### src/rtl/rv_alu.sv
// rtl/rv_alu.sv - RV32I execute-stage ALU with registered result and zero flag.
// Optional n/c/v flag outputs are built when ALU_FLAGS_EN is defined.
module rv_alu #(
   parameter  int XLEN    = 32,
   localparam int SHAMT_W = $clog2(XLEN)
) (
   input  logic            clk,
   input  logic            rst,
   input  logic [XLEN-1:0] rs1,
   input  logic [XLEN-1:0] rs2,
   input  logic [2:0]      funct3,
   input  logic            funct7,
   output logic [XLEN-1:0] rd,
   output logic            z
`ifdef ALU_FLAGS_EN
   ,
   output logic            n,
   output logic            c,
   output logic            v
`endif
);

   logic [XLEN-1:0]    rd_d, rd_q;
   logic               z_d, z_q;
   logic [SHAMT_W-1:0] shamt;
   logic [XLEN-1:0]    addsub;
   logic               is_sub;

`ifdef ALU_FLAGS_EN
   logic        n_d, n_q, c_d, c_q, v_d, v_q;
   logic [XLEN:0] addsub_x;
   logic        ovf;
`endif

   always_comb begin
      shamt  = rs2[SHAMT_W-1:0];
      is_sub = funct7;
`ifdef ALU_FLAGS_EN
      // SUB as rs1 + ~rs2 + 1 makes the carry-out equal to NOT borrow.
      addsub_x = {1'b0, rs1} + {1'b0, (is_sub ? ~rs2 : rs2)} + {{XLEN{1'b0}}, is_sub};
      addsub   = addsub_x[XLEN-1:0];
      ovf      = is_sub ? ((rs1[XLEN-1] != rs2[XLEN-1]) && (addsub[XLEN-1] != rs1[XLEN-1]))
                        : ((rs1[XLEN-1] == rs2[XLEN-1]) && (addsub[XLEN-1] != rs1[XLEN-1]));
`else
      addsub = rs1 + (is_sub ? ~rs2 : rs2) + {{(XLEN-1){1'b0}}, is_sub};
`endif

      rd_d = '0;
      unique case (funct3)
         3'b000: rd_d = addsub;
         3'b001: rd_d = rs1 << shamt;
         3'b010: rd_d = {{(XLEN-1){1'b0}}, ($signed(rs1) < $signed(rs2))};
         3'b011: rd_d = {{(XLEN-1){1'b0}}, (rs1 < rs2)};
         3'b100: rd_d = rs1 ^ rs2;
         3'b101: rd_d = funct7 ? $unsigned($signed(rs1) >>> shamt) : (rs1 >> shamt);
         3'b110: rd_d = rs1 | rs2;
         3'b111: rd_d = rs1 & rs2;
         default: rd_d = '0;
      endcase

      // Zero flag is derived from the next result so it never lags rd.
      z_d = (rd_d == '0);

`ifdef ALU_FLAGS_EN
      n_d = rd_d[XLEN-1];
      c_d = (funct3 == 3'b000) ? addsub_x[XLEN] : 1'b0;
      v_d = (funct3 == 3'b000) ? ovf : 1'b0;
`endif
   end

   always_ff @(posedge clk or posedge rst) begin
      if (rst) begin
         rd_q <= '0;
         z_q  <= 1'b1;
      end else begin
         rd_q <= rd_d;
         z_q  <= z_d;
      end
   end

`ifdef ALU_FLAGS_EN
   always_ff @(posedge clk or posedge rst) begin
      if (rst) begin
         n_q <= 1'b0;
         c_q <= 1'b0;
         v_q <= 1'b0;
      end else begin
         n_q <= n_d;
         c_q <= c_d;
         v_q <= v_d;
      end
   end

   assign n = n_q;
   assign c = c_q;
   assign v = v_q;
`endif

   assign rd = rd_q;
   assign z  = z_q;

endmodule

### config.mk
export PLATFORM = sky130hd
export DESIGN_NAME = rv_alu
export DESIGN_NICKNAME = d
export VERILOG_FILES = /design/src/rtl/rv_alu.sv
export SDC_FILE = /design/constraint.sdc
export NUM_CORES = 1
export LEC_CHECK = 0
export BUFFER_PORTS_ARGS = -buffer_cell sky130_fd_sc_hd__buf_2
export CELL_PAD_IN_SITES_DETAIL_PLACEMENT = 1
export CELL_PAD_IN_SITES_GLOBAL_PLACEMENT = 1
export CORE_AREA = 5 5 160 162
export DETAILED_ROUTE_END_ITERATION = 10
export DIE_AREA = 0 0 165 167
export PLACE_DENSITY = 0.95
export SLEW_MARGIN = 20
export SYNTH_ARGS = -nofsm -noshare
export SYNTH_HDL_FRONTEND = slang
export SYNTH_SLANG_ARGS = --single-unit
### constraint.sdc
create_clock -name clk -period 1.1 [get_ports clk]
set_clock_uncertainty 0.1 [all_clocks]
set_input_delay 0.22 -clock clk [delete_from_list [all_inputs] [get_ports clk]]
set_output_delay 0.22 -clock clk [all_outputs]
set_load 0.005 [all_outputs]
==> results.sh, run 1 <==
export IMPL_status="aborted with a tool error"
export IMPL_stop_stage="clock tree synthesis"
export IMPL_tool_error="[ERROR DPL-0033] detailed placement checks failed during check placement."
export IMPL_yosysSeqAreaShare_pct=7.44
export IMPL_synth_area_um2=11100
export IMPL_io_pins=103
export IMPL_initial_core_util_pct=46.4
export IMPL_cts_root_buf="clkbuf_16"
export IMPL_clock_sinks=33
export IMPL_die_w_um=165
export IMPL_avgSynthCellArea_um2=7.97
export IMPL_cts_setup_buffers=101
export IMPL_post_dp_hpwl_um=65700
export IMPL_pre_cts_slack_ns=-4.00
export IMPL_synth_edf_count=0
export IMPL_port_buffers=102
export IMPL_row_count=57
export IMPL_cts_htree_levels=2
export IMPL_async_reset_ff_share_pct=100
export IMPL_ys_types=82
export IMPL_yosys_most_used_dff="dfrtp_1"
export IMPL_synth_warnings=0
export IMPL_gp_congestion=1.25
export IMPL_synth_fp_nets=1594
export IMPL_netlist_instances=1396
export IMPL_clockBufferDepth=2
export IMPL_ys_ff_latch=33
export IMPL_cts_made_buffers=5
export IMPL_die_height_um=167
export IMPL_ctsResizeCount=389
export IMPL_postCtsHoldBufs=1
==> metrics by stage <==
step	setup TNS (ns)	area [µm²]	hold WS (ns)	std cells
global placement	-62.74	15800	0.113	2227
detailed placement	-78.73	15800	0.170	2227
floorplan	-53.57	11500	0.248	1396
==> cells by family after synthesis <==
kind of cell	share of synthesized area, %
simple gates	17.9
compound gates	25.2
buf+inv	8.65
mux	22.5
fa+ha+maj	14.5
xor+xnor	3.78
flops	7.44
==> cells in the mapped netlist (12+ instances only) <==
cell        n  share of area, %
nand4_1    18               1.0
inv_1      90               3.0
xor2_1     37               2.9
dfrtp_1    32               7.2
nor2b_1    15              0.84
nand2b_1   32               1.8
a211oi_1   17               1.1
mux4_2     75                15
a31oi_1    17              0.96
buf_2      27               1.2
nand2_1   119               4.0
nor2_1     95               3.2
nor3_1     30               1.4
o31ai_1    12              0.81
o22ai_1    26               1.5
ha_1      127                14
mux2_2     20               2.0
o21ai_0    58               2.6
nand3_1    33               1.5
a32oi_1    15               1.2
nor4_1     14              0.79
a21oi_1    85               3.8
clkbuf_1   87               2.9
mux2i_1    54               4.9
o211ai_1   24               1.6
o21bai_1   12              0.81
a21o_1     20               1.4
==> run 2, diff against run 1 <==
CELL_PAD_IN_SITES_DETAIL_PLACEMENT = not set   (was 1)
CELL_PAD_IN_SITES_GLOBAL_PLACEMENT = not set   (was 1)
CORE_AREA = 5 5 173 175   (was 5 5 160 162)
DIE_AREA = 0 0 178 180   (was 0 0 165 167)
PLACE_DENSITY = not set   (was 0.95)
PLACE_DENSITY_LB_ADDON = 0.15   (was not set)
==> run 2 against run 1 <==
The flow now finishes, with violations (setup timing). Synthesized cell count is the same. Area after synthesis is the same.
==> results.sh, run 2 <==
export IMPL_finalInstanceArea_um2=18600
export IMPL_cts_htree_levels=2
export IMPL_internal_power_mw=7.72
export IMPL_period_share_pct=316
export IMPL_final_common_cell="buf_4"
export IMPL_gp_congestion=1.06
export IMPL_ys_ff_latch=33
export IMPL_clockBufferDepth=2
export IMPL_grt_max_degree=34
export IMPL_finish_utilization_pct=65.7
export IMPL_post_dp_hpwl_um=51000
export IMPL_nets=2217
export IMPL_hold_worst_slack_ns=0.430
export IMPL_p_switching_mw=5.98
export IMPL_synth_top_cells_by_area="mux4_2, ha_1, dfrtp_1, mux2i_1, nand2_1"
export IMPL_mostFrequentLayoutCells="buf_4, ha_1, nand2_1"
export IMPL_cts_made_buffers=5
export IMPL_overflow=0
export IMPL_yosysTopAreaCell="mux4_2"
export IMPL_wire_per_inst_um=25.9
export IMPL_coreArea_um2=28300
export IMPL_netlist_instances=1396
export IMPL_cp_arrival_ns=3.59
export IMPL_synth_warnings=0
export IMPL_grt_setup_unrepaired="yes"
export IMPL_clkTransAtPathRegs_ns=0.05
export IMPL_drtAntennaViolNets=0
export IMPL_combPwrFrac_pct=78.1
export IMPL_ys_types=82
export IMPL_initial_core_util_pct=39.3
export IMPL_cts_root_buf="clkbuf_16"
export IMPL_die_w_um=178
export IMPL_finalCriticalPeriod_ns=3.48
export IMPL_violations="setup timing"
export IMPL_async_reset_ff_share_pct=100
export IMPL_area_growth_synth_to_final_pct=67.3
export IMPL_yosysSeqAreaShare_pct=7.44
export IMPL_setup_viol=34
export IMPL_avgSynthCellArea_um2=7.97
export IMPL_drive_above_1_share_pct=52.1
export IMPL_drt_pass1_iter_count=6
export IMPL_holdCritPathClass="input port to asynchronous set/reset pin"
export IMPL_placed_area_um2=16200
export IMPL_top_layer="met5"
export IMPL_drc=0
export IMPL_port_buffers=102
export IMPL_grt_pass1_wl_um=89700
export IMPL_maxCapViolCount=0
export IMPL_cp_max_fo=6
export IMPL_synth_most_common_cell="ha_1"
export IMPL_p_leak_nw=8.68
export IMPL_synth_edf_count=0
export IMPL_ir_drop_uv=544
export IMPL_start_kind="input port"
export IMPL_critical_path_class="input port to register"
export IMPL_final_max_slew_viol_count=0
export IMPL_drt_met1_wl_um=26500
export IMPL_finalWirelength_um=62400
export IMPL_synth_fp_nets=1594
export IMPL_power_frac_clock_pct=11.6
export IMPL_fmax_mhz=288
export IMPL_wl_met3_um=5170
export IMPL_antenna_found_initial=5
export IMPL_yosys_most_used_dff="dfrtp_1"
export IMPL_io_pins=103
export IMPL_die_area_um2=32000
export IMPL_end_kind="register"
export IMPL_setup_slack_ns=-2.38
export IMPL_nFillCells=2433
export IMPL_swShare_pct=43.6
export IMPL_detail_route_vias_per_cell=6.08
export IMPL_grt_total_usage_pct=37.0
export IMPL_status="finished with violations"
export IMPL_num_vias=14615
export IMPL_seq_power_share_pct=10.3
export IMPL_row_count=62
export IMPL_worst_slew_pin_slew_ns=0.753
export IMPL_die_height_um=180
export IMPL_wl_met2_um=27800
export IMPL_max_slew_margin_pct=49.4
export IMPL_cts_tree="yes"
export IMPL_synth_top_area_share_pct=15.2
export IMPL_synth_area_um2=11100
export IMPL_largest_register_ffs=32
export IMPL_first_iter_violations=1519
export IMPL_grt_pass1_vias=14026
export IMPL_final_hold_viol_count=0
export IMPL_critPathRequiredTime_ns=1.21
export IMPL_p_per_area_nw_per_um2=737
export IMPL_clock_sinks=33
export IMPL_synth_common_cells="ha_1, nand2_1, nor2_1"
run 2: cell counts after synthesis:
No cell type changed its count.
run 2: kinds of logic (layout without fill, tap and decap cells):
family	Yosys count	count (layout)	synth area share, %
DFF	33	33	7.44
adders and majority gates	128	128	14.5
muxes	151	151	22.5
buffers and inverters	227	851	8.65
xor gates and xnor gates	48	48	3.78
and+or+nand+nor	407	407	17.9
AOI/OAI and AO/OA	402	402	25.2
other	0	1	0
run 2: what timing repair did:
item,CTS,global route
hold endpoints to repair,32,0
pin swaps,84,77
hold buffers,1,0
cloned,3,0
buffers inserted,53,25
endpoints found under the setup margin,34,37
gates resized for setup,202,156
run 2: worst paths after layout:
check	end	start	slack [ns]	cells after the start
max	z$_DFF_PP1_	rs2[0]	-2.38	15
min	rd[23]$_DFF_PP0_	rst	0.43	4
max in group asynchronous	z$_DFF_PP1_	rst	0.24	4
min in group clk	rd[0]$_DFF_PP0_	funct3[1]	0.62	5
run 2: critical path, stage by stage:
cell and delay (ns):
buf_8 0.09, buf_12 0.16, buf_12 0.15, buf_8 0.12, buf_12 0.12, mux4_2 0.55, buf_6 0.14, buf_6 0.10
mux2i_4 0.16, buf_6 0.11, o211ai_1 0.25, a221oi_2 0.29, or4b_1 0.47, or4_4 0.53, nor2_2 0.11
run 2: power groups by stage:
stage,clock network [mW],registers (mW),logic [mW]
floorplan,0,1.47,4.25
global placement,0,1.43,8.81
detailed placement,0,1.43,8.83
CTS,1.62,1.41,9.82
global route,1.67,1.43,11.2
finish,1.59,1.41,10.7
run 2: per-stage QoR:
step	setup TNS, ns	worst slack, ns	instances	total power [mW]
CTS	-44.85	-2.30	2389	12.9
floorplan	-53.57	-2.82	1396	5.72
detailed placement	-63.28	-2.86	2331	10.3
global placement	-62.77	-2.86	2331	10.2
finish	-46.00	-2.38	2405	13.7
global route	-47.38	-2.46	2405	14.3
run 2: per-layer routing:
layer  GRT usage [%]  vias to the layer above
met5               0                        -
li1                -                     6520
met3            5.82                      168
met4            13.0                        4
met1            51.3                     7118
met2            58.4                      805
run 2: final cells by class:
cell class	instances	area, µm²	share of cell area [%]
clock buffer	6	139	0.747
clock inverter	2	37.5	0.202
sequential	33	827	4.45
tap	384	480	2.58
timing repair buffer	749	6000	32.3
multi-input combinational	1136	10800	57.8
inverter	94	357	1.92
antenna	1	2.50	0.0135
Power figures use the tool's default switching activity.
